[config.mk]
export PLATFORM = sky130hd
export DESIGN_NAME = bp_update_queue_flat
export DESIGN_NICKNAME = d
export VERILOG_FILES = /design/src/rtl/bp_update_queue_pkg.sv /design/src/rtl/bp_update_queue_if.sv /design/src/rtl/bpq_fifo.sv /design/src/rtl/bp_update_queue.sv /design/src/flat_wrapper.sv
export SDC_FILE = /design/constraint.sdc
export NUM_CORES = 1
export LEC_CHECK = 0
export ABC_CLOCK_PERIOD_IN_PS = 4100
export CAP_MARGIN = 15
export CELL_PAD_IN_SITES_DETAIL_PLACEMENT = 0
export CELL_PAD_IN_SITES_GLOBAL_PLACEMENT = 1
export CORE_MARGIN = 2
export CORE_UTILIZATION = 40
export DETAILED_ROUTE_END_ITERATION = 8
export PLACE_DENSITY = 0.75
export SETUP_SLACK_MARGIN = 0.15
export SLEW_MARGIN = 25
export SYNTH_ARGS = -nofsm -noshare
export SYNTH_HDL_FRONTEND = slang
export SYNTH_SLANG_ARGS = --single-unit
export TNS_END_PERCENT = 50
[constraint.sdc]
create_clock -name clk -period 4.1 [get_ports clk]
set_input_delay 0.41 -clock clk [delete_from_list [all_inputs] [get_ports clk]]
set_output_delay 0.41 -clock clk [all_outputs]
set_load 0.01 [all_outputs]
[src/rtl/bp_update_queue_pkg.sv]
// rtl/bp_update_queue_pkg.sv - shared widths and entry layout for the branch-predictor update queue
package bp_update_queue_pkg;

    localparam int GHR_LEN      = 8;
    localparam int GHR_BITS     = GHR_LEN;
    localparam int BPQ_DEPTH    = 4;
    localparam int BPQ_CNT_W    = 16;

    // Entry word layout: {index, pred}, predicted direction in bit 0.
    localparam int ENT_PRED_BIT = 0;
    localparam int ENT_IDX_LSB  = 1;

    function automatic int ent_width(input int idx_w);
        return idx_w + 1;
    endfunction

endpackage

[src/rtl/bp_update_queue_if.sv]
// rtl/bp_update_queue_if.sv - push/resolve/update bundle between ID, EX, the queue and the predictor
interface bp_update_queue_if
    import bp_update_queue_pkg::*;
#(
    parameter int IDX_W = GHR_LEN
) ();

    logic             push_valid;
    logic [IDX_W-1:0] push_index;
    logic             push_pred;
    logic             push_ready;
    logic             res_valid;
    logic             res_take;
    logic             flush;
    logic             upd_wen;
    logic [IDX_W-1:0] upd_windex;
    logic             upd_take;
    logic             mispredict;

    modport master (
        output push_valid, push_index, push_pred, res_valid, res_take, flush,
        input  push_ready, upd_wen, upd_windex, upd_take, mispredict
    );

    modport slave (
        input  push_valid, push_index, push_pred, res_valid, res_take, flush,
        output push_ready, upd_wen, upd_windex, upd_take, mispredict
    );

endinterface

[src/rtl/bpq_fifo.sv]
// rtl/bpq_fifo.sv - synchronous circular FIFO with occupancy output and same-cycle push/pop
module bpq_fifo #(
    parameter int W     = 9,
    parameter int DEPTH = 4,
    localparam int AW   = $clog2(DEPTH),
    localparam int CW   = $clog2(DEPTH) + 1
) (
    input  logic          clk,
    input  logic          resetn,
    input  logic          clear,
    input  logic          push,
    input  logic [W-1:0]  push_data,
    input  logic          pop,
    output logic [W-1:0]  pop_data,
    output logic [CW-1:0] count,
    output logic          full
);

    logic [W-1:0]  mem [DEPTH];
    logic [AW-1:0] head;
    logic [AW-1:0] tail;
    logic          do_push;
    logic          do_pop;

    // Full is taken from the start-of-cycle count, so a slot freed by a pop
    // in the same cycle cannot be refilled until the next one.
    assign full     = (count == CW'(DEPTH));
    assign do_push  = push && !full && !clear;
    assign do_pop   = pop && (count != '0);
    assign pop_data = mem[head];

    always_ff @(posedge clk) begin
        if (do_push) begin
            mem[tail] <= push_data;
        end
    end

    always_ff @(posedge clk) begin
        if (!resetn) begin
            head  <= '0;
            tail  <= '0;
            count <= '0;
        end else if (clear) begin
            head  <= tail;
            count <= '0;
        end else begin
            if (do_push) begin
                tail <= tail + 1'b1;
            end
            if (do_pop) begin
                head <= head + 1'b1;
            end
            case ({do_push, do_pop})
                2'b10:   count <= count + 1'b1;
                2'b01:   count <= count - 1'b1;
                default: count <= count;
            endcase
        end
    end

endmodule

[src/rtl/bp_update_queue.sv]
// rtl/bp_update_queue.sv - holds predicted branches from ID and drives registered predictor updates on EX resolve
module bp_update_queue
    import bp_update_queue_pkg::*;
#(
    parameter int IDX_W = GHR_LEN,
    parameter int DEPTH = BPQ_DEPTH,
    parameter int CNT_W = BPQ_CNT_W
) (
    input  logic                     clk,
    input  logic                     resetn,
    bp_update_queue_if.slave         bus,
    output logic [$clog2(DEPTH):0]   count,
    output logic [CNT_W-1:0]         branch_cnt,
    output logic [CNT_W-1:0]         mispred_cnt,
    output logic                     err_underflow
);

    localparam int EW = ent_width(IDX_W);
    localparam int CW = $clog2(DEPTH) + 1;

    logic [EW-1:0]    head_ent;
    logic [EW-1:0]    push_ent;
    logic [CW-1:0]    occ;
    logic             full;
    logic             push_acc;
    logic             res_acc;
    logic             res_mis;

    logic             upd_wen_q;
    logic [IDX_W-1:0] upd_windex_q;
    logic             upd_take_q;
    logic             mispredict_q;

    assign push_ent = {bus.push_index, bus.push_pred};
    assign push_acc = bus.push_valid && !full && !bus.flush;
    assign res_acc  = bus.res_valid && (occ != '0);
    assign res_mis  = bus.res_take != head_ent[ENT_PRED_BIT];

    // Flush doubles as the FIFO clear; the pop of the flushing branch is
    // still taken from head_ent in the same cycle.
    bpq_fifo #(
        .W     (EW),
        .DEPTH (DEPTH)
    ) u_fifo (
        .clk       (clk),
        .resetn    (resetn),
        .clear     (bus.flush),
        .push      (push_acc),
        .push_data (push_ent),
        .pop       (res_acc),
        .pop_data  (head_ent),
        .count     (occ),
        .full      (full)
    );

    assign bus.push_ready = !full;
    assign count          = occ;

    always_ff @(posedge clk) begin
        if (!resetn) begin
            upd_wen_q     <= 1'b0;
            upd_windex_q  <= '0;
            upd_take_q    <= 1'b0;
            mispredict_q  <= 1'b0;
            branch_cnt    <= '0;
            mispred_cnt   <= '0;
            err_underflow <= 1'b0;
        end else begin
            upd_wen_q    <= res_acc;
            mispredict_q <= res_acc && res_mis;
            if (res_acc) begin
                upd_windex_q <= head_ent[ENT_IDX_LSB +: IDX_W];
                upd_take_q   <= bus.res_take;
                if (branch_cnt != '1) begin
                    branch_cnt <= branch_cnt + 1'b1;
                end
                if (res_mis && (mispred_cnt != '1)) begin
                    mispred_cnt <= mispred_cnt + 1'b1;
                end
            end
            if (bus.res_valid && (occ == '0)) begin
                err_underflow <= 1'b1;
            end
        end
    end

    assign bus.upd_wen    = upd_wen_q;
    assign bus.upd_windex = upd_windex_q;
    assign bus.upd_take   = upd_take_q;
    assign bus.mispredict = mispredict_q;

endmodule

[src/flat_wrapper.sv]
// flat-port wrapper written by rule: the top's interface ports become plain ports
module bp_update_queue_flat import bp_update_queue_pkg::*;
#(
    parameter int IDX_W = GHR_LEN,
    parameter int DEPTH = BPQ_DEPTH,
    parameter int CNT_W = BPQ_CNT_W
)
  (clk, resetn, count, branch_cnt, mispred_cnt, err_underflow, bus_push_valid, bus_push_index, bus_push_pred, bus_res_valid, bus_res_take, bus_flush, bus_push_ready, bus_upd_wen, bus_upd_windex, bus_upd_take, bus_mispredict);
  bp_update_queue_if #(.IDX_W(IDX_W)) bus_i ();
  input  logic clk;
  input  logic resetn;
  output logic [$clog2(DEPTH):0] count;
  output logic [CNT_W-1:0] branch_cnt;
  output logic [CNT_W-1:0] mispred_cnt;
  output logic err_underflow;
  input wire logic [$bits(bus_i.push_valid)-1:0] bus_push_valid;
  input wire logic [$bits(bus_i.push_index)-1:0] bus_push_index;
  input wire logic [$bits(bus_i.push_pred)-1:0] bus_push_pred;
  input wire logic [$bits(bus_i.res_valid)-1:0] bus_res_valid;
  input wire logic [$bits(bus_i.res_take)-1:0] bus_res_take;
  input wire logic [$bits(bus_i.flush)-1:0] bus_flush;
  output wire logic [$bits(bus_i.push_ready)-1:0] bus_push_ready;
  output wire logic [$bits(bus_i.upd_wen)-1:0] bus_upd_wen;
  output wire logic [$bits(bus_i.upd_windex)-1:0] bus_upd_windex;
  output wire logic [$bits(bus_i.upd_take)-1:0] bus_upd_take;
  output wire logic [$bits(bus_i.mispredict)-1:0] bus_mispredict;
  assign bus_i.push_valid = bus_push_valid;
  assign bus_i.push_index = bus_push_index;
  assign bus_i.push_pred = bus_push_pred;
  assign bus_i.res_valid = bus_res_valid;
  assign bus_i.res_take = bus_res_take;
  assign bus_i.flush = bus_flush;
  assign bus_push_ready = bus_i.push_ready;
  assign bus_upd_wen = bus_i.upd_wen;
  assign bus_upd_windex = bus_i.upd_windex;
  assign bus_upd_take = bus_i.upd_take;
  assign bus_mispredict = bus_i.mispredict;
  bp_update_queue #(.IDX_W(IDX_W), .DEPTH(DEPTH), .CNT_W(CNT_W)) u_core (.clk(clk), .resetn(resetn), .bus(bus_i), .count(count), .branch_cnt(branch_cnt), .mispred_cnt(mispred_cnt), .err_underflow(err_underflow));
endmodule
==> impl_results.html, run 1 <==
<table>
<tr><th>Metric</th><th>Value</th></tr>
<tr><th colspan="2">Power</th></tr>
<tr><td>Worst-case vdd ir drop</td><td>0.184 mV</td></tr>
<tr><td>Static leakage</td><td>0.00152 uW</td></tr>
<tr><td>PwrDens</td><td>345 nW/um^2</td></tr>
<tr><th colspan="2">STA</th></tr>
<tr><td>Normalized max-slew margin</td><td>0.422</td></tr>
<tr><td>Final WS setup</td><td>1.54 ns</td></tr>
<tr><td>Peak clock frequency supported by timing</td><td>0.391 GHz</td></tr>
<tr><td>Share of the clock period used by the worst path</td><td>0.624</td></tr>
<tr><td>Worst-case clock skew</td><td>0.0139 ns</td></tr>
<tr><td>Setup repair after global routing missed its margin</td><td>false</td></tr>
<tr><td>Post-layout min period</td><td>2.56 ns</td></tr>
<tr><td>Final hold vios</td><td>0</td></tr>
<tr><td>Final slew viol count</td><td>0</td></tr>
<tr><td>Post-Route Setup TNS</td><td>0 ns</td></tr>
<tr><td>Final count of negative-setup-slack endpoints</td><td>0</td></tr>
<tr><td>Worst-margin pin slew</td><td>0.860 ns</td></tr>
<tr><th colspan="2">CTS</th></tr>
<tr><td>Cell chosen for the clock root</td><td>sky130_fd_sc_hd__clkbuf_8</td></tr>
<tr><td>Post-CTS setup buffer count</td><td>0</td></tr>
<tr><td>Number of buffers added to fix hold violations after cts</td><td>0</td></tr>
<tr><td>Skew-Pair Late Insertion Delay</td><td>0.36 ns</td></tr>
<tr><td>Clock buffer depth</td><td>2</td></tr>
<tr><td>CTS sink count</td><td>89</td></tr>
<tr><td>TritonCTS clock tree</td><td>built</td></tr>
<tr><td>Clock edge transition at the registers on the reported setup and hold paths</td><td>0.09 ns</td></tr>
<tr><td>Gates resized, CTS repair</td><td>0</td></tr>
<tr><td>Number of buffers added by the clock tree synthesis step</td><td>9</td></tr>
<tr><td>H-tree Lvls</td><td>3</td></tr>
<tr><th colspan="2">GRT</th></tr>
<tr><td>Global-route wire length before repair</td><td>12.8 mm</td></tr>
<tr><td>Number of global-route vias before repair</td><td>2,561</td></tr>
<tr><td>Initial antenna violation count</td><td>0</td></tr>
<tr><td>GR Overflow Total</td><td>0</td></tr>
<tr><td>Largest net degree at the start of global routing</td><td>47</td></tr>
<tr><td>GRT Util Overall</td><td>0.162</td></tr>
<tr><th colspan="2">Detailed routing</th></tr>
<tr><td>Antenna-violating nets left</td><td>0</td></tr>
<tr><td>Drt pass-1 iters</td><td>4</td></tr>
<tr><td>Total DRC errors in the routed layout</td><td>0</td></tr>
<tr><td>Number of vias after detailed routing</td><td>2,699</td></tr>
<tr><td>Vias per Instance</td><td>5.04</td></tr>
<tr><td>Average routed wire per standard cell</td><td>14.4 um</td></tr>
<tr><td>Routed wire length</td><td>7.73 mm</td></tr>
<tr><td>First-iteration detailed-routing DRC count</td><td>121</td></tr>
<tr><th colspan="2">Placement</th></tr>
<tr><td>Count of buffers from port buffering</td><td>62</td></tr>
<tr><td>Placed standard-cell area</td><td>4530 sq um</td></tr>
<tr><td>Final weighted congestion of routability-driven global placement</td><td>0.764</td></tr>
<tr><td>Pre-CTS setup slack</td><td>1.24 ns</td></tr>
<tr><td>Hpwl dp</td><td>5.30 mm</td></tr>
<tr><th colspan="2">Final layout</th></tr>
<tr><td>Nets@finish</td><td>424</td></tr>
<tr><td>Number of diodes added for antenna fixing</td><td>0</td></tr>
<tr><td>Layout cell share with drive strength beyond 1</td><td>0.0640</td></tr>
<tr><td>Leading cell type in the layout, fill and taps excluded</td><td>sky130_fd_sc_hd__clkdlybuf4s50_1</td></tr>
<tr><td>Post-route cell area</td><td>4720 sq um</td></tr>
<tr><td>Signed area change from the synthesized netlist to the final layout</td><td>24.5%</td></tr>
<tr><td>Most frequent cells in the layout</td><td>62 x sky130_fd_sc_hd__clkdlybuf4s50_1, 53 x sky130_fd_sc_hd__dfxtp_1, 36 x sky130_fd_sc_hd__edfxtp_1</td></tr>
<tr><th colspan="2">Critical path</th></tr>
<tr><td>Element type at the critical path start</td><td>flip-flop</td></tr>
<tr><td>Setup CP Type</td><td>flip-flop to flip-flop</td></tr>
<tr><td>Critical path peak fanout</td><td>15</td></tr>
<tr><td>R2R cell count</td><td>8</td></tr>
<tr><td>Crit path capture type</td><td>flip-flop</td></tr>
<tr><td>Required time worst endpoint</td><td>4.39 ns</td></tr>
<tr><td>CP arrival</td><td>2.85 ns</td></tr>
<tr><td>Reg-to-reg setup timing slack</td><td>1.54 ns</td></tr>
<tr><th colspan="2">Synthesis</th></tr>
<tr><td>Number of warnings reported in the yosys synthesis log</td><td>0</td></tr>
<tr><td>Post-synthesis instance area</td><td>3790 sq um</td></tr>
<tr><td>Number of register bits inferred by synthesis</td><td>89</td></tr>
<tr><td>Most used flip-flop cell after synthesis</td><td>sky130_fd_sc_hd__dfxtp_1</td></tr>
<tr><td>Area fraction in compound gates after synthesis</td><td>0.0801</td></tr>
<tr><td>Post-Synth Simple-Gate Area</td><td>0.182</td></tr>
<tr><td>Adder-cell area share of the yosys netlist</td><td>0.0284</td></tr>
<tr><td>Largest cells by area after synthesis</td><td>sky130_fd_sc_hd__edfxtp_1 28%, sky130_fd_sc_hd__dfxtp_1 28%, sky130_fd_sc_hd__mux4_1 4.8%, sky130_fd_sc_hd__a21oi_1 3.7%, sky130_fd_sc_hd__nand2_1 3.3%</td></tr>
<tr><td>Number of synthesized flops with an enable pin</td><td>36</td></tr>
<tr><td>Register area share after synthesis</td><td>0.564</td></tr>
<tr><td>Post-synthesis cell type with the largest combined area</td><td>sky130_fd_sc_hd__edfxtp_1</td></tr>
<tr><td>Largest family of logic cells by synthesized area</td><td>simple AND/OR/NAND/NOR gates</td></tr>
<tr><td>Multiplexer share of the synthesized area</td><td>0.0768</td></tr>
<tr><td>Yosys top cell area share</td><td>0.285</td></tr>
<tr><td>Average cell area after synthesis</td><td>11.2 sq um</td></tr>
<tr><td>Synth Area in XOR/XNOR</td><td>0.0439</td></tr>
<tr><td>Number of library cell types mapped by synthesis</td><td>46</td></tr>
<tr><td>FFs w/ async S/R, synth</td><td>0</td></tr>
<tr><td>Gate count of the mapped netlist</td><td>338</td></tr>
<tr><td>Post-Synthesis Net Count</td><td>361</td></tr>
<tr><th colspan="2">Die</th></tr>
<tr><td>Number of primary I/O pins</td><td>63</td></tr>
<tr><td>Width of the chip</td><td>101 um</td></tr>
<tr><td>Initial core utilization</td><td>0.411</td></tr>
<tr><td>Core outline area</td><td>9240 sq um</td></tr>
<tr><td>Die Footprint</td><td>10,300 sq um</td></tr>
<tr><td>Die Y-Extent</td><td>101 um</td></tr>
<tr><td>Number of rows in the core area</td><td>35</td></tr>
<tr><th colspan="2">Outcome</th></tr>
<tr><td>Outcome</td><td>finished, final reports clean</td></tr>
<tr><th colspan="2">Worst hold path</th></tr>
<tr><td>Cell count of the worst hold path</td><td>2</td></tr>
<tr><td>Type of the tightest min-delay check</td><td>flip-flop to flip-flop</td></tr>
<tr><th colspan="2">Job</th></tr>
<tr><td># Max-Cap Violations</td><td>0</td></tr>
</table>
worst max-delay path: stages, from the launching register on:
cell                      delay [ns]
sky130_fd_sc_hd__dfxtp_1        0.40
sky130_fd_sc_hd__o31ai_4        0.70
sky130_fd_sc_hd__inv_2          0.31
sky130_fd_sc_hd__ha_1           0.32
sky130_fd_sc_hd__inv_1          0.07
sky130_fd_sc_hd__fa_1           0.17
sky130_fd_sc_hd__xor2_1         0.08
sky130_fd_sc_hd__or3_1          0.30
sky130_fd_sc_hd__a21oi_1        0.15
Yosys cell counts, types with 2 or more instances:
cell type                  instances
sky130_fd_sc_hd__and4_1            3
sky130_fd_sc_hd__edfxtp_1         36
sky130_fd_sc_hd__mux4_1            7
sky130_fd_sc_hd__and3_1            3
sky130_fd_sc_hd__clkbuf_1          7
sky130_fd_sc_hd__nor3b_1           2
sky130_fd_sc_hd__a21oi_1          28
sky130_fd_sc_hd__nor4_1            2
sky130_fd_sc_hd__dfxtp_1          53
sky130_fd_sc_hd__nor3_1            4
sky130_fd_sc_hd__a211oi_1          4
sky130_fd_sc_hd__xor2_1            7
sky130_fd_sc_hd__or4_1             2
sky130_fd_sc_hd__inv_1            10
sky130_fd_sc_hd__ha_1              7
sky130_fd_sc_hd__o21ai_0          12
sky130_fd_sc_hd__or3_1            12
sky130_fd_sc_hd__nand4_1          11
sky130_fd_sc_hd__inv_2             2
sky130_fd_sc_hd__nand3_1          10
sky130_fd_sc_hd__buf_2             2
sky130_fd_sc_hd__nor2_1           31
sky130_fd_sc_hd__mux2i_1           6
sky130_fd_sc_hd__nand2_1          33
sky130_fd_sc_hd__and2_1            7
sky130_fd_sc_hd__nor2b_1           3
sky130_fd_sc_hd__o31ai_1           2
sky130_fd_sc_hd__xnor2_1          12
sky130_fd_sc_hd__nand2b_1          3
flip-flops by register name (all words and copies together), names as in the netlist, named ones only:
| signal | flops |
|---|---|
| u_core.u_fifo.count | 3 |
| u_core.bus.upd_take | 1 |
| u_core.bus.mispredict | 1 |
| u_core.bus.upd_windex | 8 |
| u_core.u_fifo.head | 2 |
| u_core.mispred_cnt | 16 |
| u_core.u_fifo.tail | 2 |
| u_core.branch_cnt | 16 |
| u_core.bus.upd_wen | 1 |
| u_core.u_fifo.mem | 36 |
| u_core.err_underflow | 1 |
cells by family (layout without fill, tap and decap cells):
| kind of cell | count (synthesis) | in the layout |
|---|---|---|
| buffers and inverters | 22 | 90 |
| xor gates and xnor gates | 19 | 19 |
| DFF | 89 | 89 |
| AOI/OAI and AO/OA | 51 | 51 |
| muxes | 16 | 16 |
| adders and majority gates | 8 | 8 |
| and+or+nand+nor | 133 | 133 |
area by class of cell:
class,instances,area (sq um)
Fill cell,837,4520
Sequential cell,89,2140
Multi-Input combinational cell,227,1560
Timing Repair Buffer,62,621
Tap cell,129,161
Clock buffer,9,124
Clock inverter,7,71.3
Inverter,12,45.0
metal layers:
| layer | track usage | vias up | share of wire |
|---|---|---|---|
| met5 | 0 | - | 0 |
| met4 | 0.0686 | 0 | 0.014 |
| met3 | 0.0393 | 7 | 0.045 |
| met2 | 0.253 | 60 | 0.47 |
| met1 | 0.215 | 1276 | 0.47 |
| li1 | - | 1356 | - |
final timing paths:
path | start | to
setup / recovery | u_core.u_fifo.count[2]$_SDFFE_PP0P_ | u_core.u_fifo.count[2]$_SDFFE_PP0P_
hold / removal | u_core.bus.upd_windex[6]$_SDFFE_PN0P_ | u_core.bus.upd_windex[6]$_SDFFE_PN0P_
setup reg to reg | u_core.u_fifo.count[2]$_SDFFE_PP0P_ | u_core.u_fifo.count[2]$_SDFFE_PP0P_
hold reg to reg | u_core.bus.upd_windex[6]$_SDFFE_PN0P_ | u_core.bus.upd_windex[6]$_SDFFE_PN0P_
power breakdown:
group          internal [uW]  leakage, uW  switching (uW)  total (uW)
Clock                    238    0.0000995             347         586
Sequential               936     0.000756            13.8         950
Combinational           46.3     0.000660            46.7        93.0
Total                   1220      0.00152             408        1630
stage by stage:
| step | cells | util | hold slack (ns) | power, uW |
|---|---|---|---|---|
| 4_1_cts | 535 | 0.511 | 0.473 | 1650 |
| 6_report | 535 | 0.511 | 0.471 | 1630 |
| 3_3_place_gp | 519 | 0.490 | 0.454 | 1060 |
| 5_1_grt | 535 | 0.511 | 0.495 | 1700 |
| 3_5_place_dp | 519 | 0.490 | 0.459 | 1070 |
| 2_1_floorplan | 338 | - | 0.481 | 1020 |
No activity file was read; power rests on OpenSTA's default activity.
==> run 2: changes to the inputs <==
--- a/config.mk
+++ b/config.mk
@@ -5,12 +5,12 @@
 export SDC_FILE = /design/constraint.sdc
 export NUM_CORES = 1
 export LEC_CHECK = 0
-export ABC_CLOCK_PERIOD_IN_PS = 4100
+export ABC_CLOCK_PERIOD_IN_PS = 2300
 export CAP_MARGIN = 15
 export CELL_PAD_IN_SITES_DETAIL_PLACEMENT = 0
 export CELL_PAD_IN_SITES_GLOBAL_PLACEMENT = 1
 export CORE_MARGIN = 2
-export CORE_UTILIZATION = 40
+export CORE_UTILIZATION = 38
 export DETAILED_ROUTE_END_ITERATION = 8
 export PLACE_DENSITY = 0.75
 export SETUP_SLACK_MARGIN = 0.15
==> constraint.sdc (replaced) <==
create_clock -name clk -period 2.3 [get_ports clk]
set_input_delay 0.23 -clock clk [delete_from_list [all_inputs] [get_ports clk]]
set_output_delay 0.23 -clock clk [all_outputs]
set_load 0.01 [all_outputs]
==> impl_results.html, run 2 (synthesis gave the netlist of run 1 again) <==
<table>
<tr><th>Metric</th><th>Value</th></tr>
<tr><th colspan="2">Outcome</th></tr>
<tr><td>Outcome</td><td>finished, final reports clean</td></tr>
<tr><th colspan="2">Worst hold path</th></tr>
<tr><td>Type of the tightest min-delay check</td><td>flip-flop to flip-flop</td></tr>
<tr><th colspan="2">Die</th></tr>
<tr><td>Die Y-Extent</td><td>104 um</td></tr>
<tr><td>Initial core utilization</td><td>0.390</td></tr>
<tr><td>Number of rows in the core area</td><td>36</td></tr>
<tr><td>Die Footprint</td><td>10,800 sq um</td></tr>
<tr><td>Number of primary I/O pins</td><td>63</td></tr>
<tr><td>Core outline area</td><td>9730 sq um</td></tr>
<tr><td>Width of the chip</td><td>104 um</td></tr>
<tr><th colspan="2">GRT</th></tr>
<tr><td>GR Overflow Total</td><td>0</td></tr>
<tr><td>Global routing usage on met2</td><td>0.233</td></tr>
<tr><td>Met1 track demand over resource in global routing</td><td>0.188</td></tr>
<tr><td>Global-route layer with the greatest usage</td><td>met2</td></tr>
<tr><td>GRT Util Overall</td><td>0.145</td></tr>
<tr><td>Largest net degree at the start of global routing</td><td>35</td></tr>
<tr><td>Global-route wire length before repair</td><td>12.5 mm</td></tr>
<tr><td>Routing usage on met3</td><td>0.0219</td></tr>
<tr><td>Initial antenna violation count</td><td>0</td></tr>
<tr><td>Number of global-route vias before repair</td><td>2,675</td></tr>
<tr><th colspan="2">CTS</th></tr>
<tr><td>TritonCTS clock tree</td><td>built</td></tr>
<tr><td>Number of buffers added to fix hold violations after cts</td><td>0</td></tr>
<tr><td>Clock buffer depth</td><td>2</td></tr>
<tr><td>CTS sink count</td><td>89</td></tr>
<tr><td>H-tree Lvls</td><td>3</td></tr>
<tr><td>Clock edge transition at the registers on the reported setup and hold paths</td><td>0.10 ns</td></tr>
<tr><td>Number of buffers added by the clock tree synthesis step</td><td>9</td></tr>
<tr><td>Cell chosen for the clock root</td><td>sky130_fd_sc_hd__clkbuf_8</td></tr>
<tr><td>Skew-Pair Late Insertion Delay</td><td>0.37 ns</td></tr>
<tr><th colspan="2">Critical path</th></tr>
<tr><td>Element type at the critical path start</td><td>flip-flop</td></tr>
<tr><td>CP arrival</td><td>2.31 ns</td></tr>
<tr><td>Critical path peak fanout</td><td>4</td></tr>
<tr><td>Crit path capture type</td><td>flip-flop</td></tr>
<tr><td>Setup CP Type</td><td>flip-flop to flip-flop</td></tr>
<tr><td>Required time worst endpoint</td><td>2.59 ns</td></tr>
<tr><th colspan="2">Power</th></tr>
<tr><td>PwrDens</td><td>599 nW/um^2</td></tr>
<tr><td>Static leakage</td><td>0.00160 uW</td></tr>
<tr><td>Power Total</td><td>2920 uW</td></tr>
<tr><td>Worst-case vdd ir drop</td><td>0.321 mV</td></tr>
<tr><th colspan="2">STA</th></tr>
<tr><td>Peak clock frequency supported by timing</td><td>0.494 GHz</td></tr>
<tr><td>Worst-margin pin slew</td><td>0.583 ns</td></tr>
<tr><td>Final slew viol count</td><td>0</td></tr>
<tr><td>Post-layout min period</td><td>2.02 ns</td></tr>
<tr><td>Final hold vios</td><td>0</td></tr>
<tr><td>Normalized max-slew margin</td><td>0.611</td></tr>
<tr><td>Worst hold slack after final layout</td><td>0.463 ns</td></tr>
<tr><td>Share of the clock period used by the worst path</td><td>0.879</td></tr>
<tr><td>Post-Route Setup TNS</td><td>0 ns</td></tr>
<tr><td>Worst-case clock skew</td><td>0.0140 ns</td></tr>
<tr><td>Setup repair after global routing missed its margin</td><td>true</td></tr>
<tr><td>Final count of negative-setup-slack endpoints</td><td>0</td></tr>
<tr><th colspan="2">Final layout</th></tr>
<tr><td>Multi-input gate area in the final layout</td><td>1570 sq um</td></tr>
<tr><td>Fillcell total</td><td>895</td></tr>
<tr><td>Most frequent cells in the layout</td><td>62 x sky130_fd_sc_hd__clkdlybuf4s50_1, 50 x sky130_fd_sc_hd__dfxtp_1, 36 x sky130_fd_sc_hd__edfxtp_1</td></tr>
<tr><td>Number of flip-flops under the largest register name</td><td>36</td></tr>
<tr><td>Register with the most flip-flops</td><td>u_core.u_fifo.mem</td></tr>
<tr><td>Number of diodes added for antenna fixing</td><td>0</td></tr>
<tr><td>Register Area</td><td>2150 sq um</td></tr>
<tr><td>Signed area change from the synthesized netlist to the final layout</td><td>28.3%</td></tr>
<tr><td>Nets@finish</td><td>440</td></tr>
<tr><td>Layout cell share with drive strength beyond 1</td><td>0.114</td></tr>
<tr><td>Top flop regs</td><td>u_core.u_fifo.mem (36), u_core.branch_cnt (16), u_core.mispred_cnt (16)</td></tr>
<tr><td>Leading cell type in the layout, fill and taps excluded</td><td>sky130_fd_sc_hd__clkdlybuf4s50_1</td></tr>
<tr><th colspan="2">Detailed routing</th></tr>
<tr><td>Routed wire length</td><td>7.68 mm</td></tr>
<tr><td>Vias per Instance</td><td>5.00</td></tr>
<tr><td>Drt pass-1 iters</td><td>4</td></tr>
<tr><td>Antenna-violating nets left</td><td>0</td></tr>
<tr><td>Total DRC errors in the routed layout</td><td>0</td></tr>
<tr><td>Number of vias after detailed routing</td><td>2,773</td></tr>
<tr><td>First-iteration detailed-routing DRC count</td><td>101</td></tr>
<tr><td>Average routed wire per standard cell</td><td>13.8 um</td></tr>
<tr><th colspan="2">Job</th></tr>
<tr><td># Max-Cap Violations</td><td>0</td></tr>
<tr><th colspan="2">Placement</th></tr>
<tr><td>Hpwl dp</td><td>5.53 mm</td></tr>
<tr><td>Count of buffers from port buffering</td><td>62</td></tr>
<tr><td>Final weighted congestion of routability-driven global placement</td><td>0.758</td></tr>
</table>
-- run 2: cell count changes in the layout (fill, tap and decap cells not counted), moves of 2 or more --
cell / previous run / this run
sky130_fd_sc_hd__inv_8: 1 / 3
sky130_fd_sc_hd__dfxtp_1: 53 / 50
sky130_fd_sc_hd__dfxtp_4: 0 / 2
sky130_fd_sc_hd__buf_4: 0 / 16
sky130_fd_sc_hd__inv_6: 3 / 1
sky130_fd_sc_hd__inv_2: 2 / 4
sky130_fd_sc_hd__inv_1: 10 / 8
-- run 2: final cells by class --
cell class	instances	share of cell area
Tap cell	133	0.0342
Timing Repair Buffer	78	0.152
Clock buffer	9	0.0254
Sequential cell	89	0.442
Clock inverter	7	0.0139
Multi-Input combinational cell	227	0.323
Inverter	12	0.00925
-- run 2: layer usage --
metal	vias up	part of all wire
met1	1311	0.48
met3	13	0.035
met4	0	0.023
li1	1391	-
met5	-	0
met2	58	0.46
-- run 2: power by group --
part | internal [uW] | switching, uW | leakage (uW)
Sequential | 1670 | 18.4 | 0.000758
Combinational | 95.8 | 93.6 | 0.000743
Clock | 422 | 618 | 0.0000958
-- run 2: path summary, 6_finish.rpt --
path	start	cells after the start	end	slack, ns
worst max-delay path	u_core.u_fifo.count[0]$_SDFFE_PP0P_	10	u_core.u_fifo.count[2]$_SDFFE_PP0P_	0.28
worst max register to register	u_core.u_fifo.count[0]$_SDFFE_PP0P_	10	u_core.u_fifo.count[2]$_SDFFE_PP0P_	0.28
worst min register to register	u_core.bus.upd_windex[4]$_SDFFE_PN0P_	2	u_core.bus.upd_windex[4]$_SDFFE_PN0P_	0.46
worst min-delay path	u_core.bus.upd_windex[4]$_SDFFE_PN0P_	2	u_core.bus.upd_windex[4]$_SDFFE_PN0P_	0.46
-- run 2: stage by stage --
step	util	worst slack [ns]	instance area, sq um	cells
3_3_place_gp	0.477	0.133	4640	536
2_1_floorplan	-	0.162	3810	338
4_1_cts	0.497	0.249	4830	552
3_5_place_dp	0.477	0.0590	4640	536
6_report	0.500	0.277	4870	555
5_1_grt	0.500	0.146	4870	555
-- run 2: repair_timing --
action | in CTS | in global routing
endpoints found under the setup margin | 0 | 4
setup buffers | 0 | 3
gates resized for setup | 0 | 3
-- run 2: worst max-delay path, stage by stage, from the launching register on --
cell and delay, ns:
sky130_fd_sc_hd__dfxtp_4 0.37, sky130_fd_sc_hd__inv_2 0.07, sky130_fd_sc_hd__nand3_2 0.07, sky130_fd_sc_hd__and3b_1 0.19, sky130_fd_sc_hd__inv_1 0.05, sky130_fd_sc_hd__ha_1 0.17
sky130_fd_sc_hd__inv_1 0.06, sky130_fd_sc_hd__fa_1 0.37, sky130_fd_sc_hd__xor2_1 0.15, sky130_fd_sc_hd__or3_1 0.30, sky130_fd_sc_hd__a21oi_1 0.14
==> run 3: changes to the inputs <==
--- a/config.mk
+++ b/config.mk
@@ -11,6 +11,7 @@
 export CELL_PAD_IN_SITES_GLOBAL_PLACEMENT = 1
 export CORE_MARGIN = 2
 export CORE_UTILIZATION = 38
+export CTS_CLUSTER_SIZE = 10
 export DETAILED_ROUTE_END_ITERATION = 8
 export PLACE_DENSITY = 0.75
 export SETUP_SLACK_MARGIN = 0.15
==> results of run 3 <==
No change in the layout: final DEF, timing and power equal those of run 2.
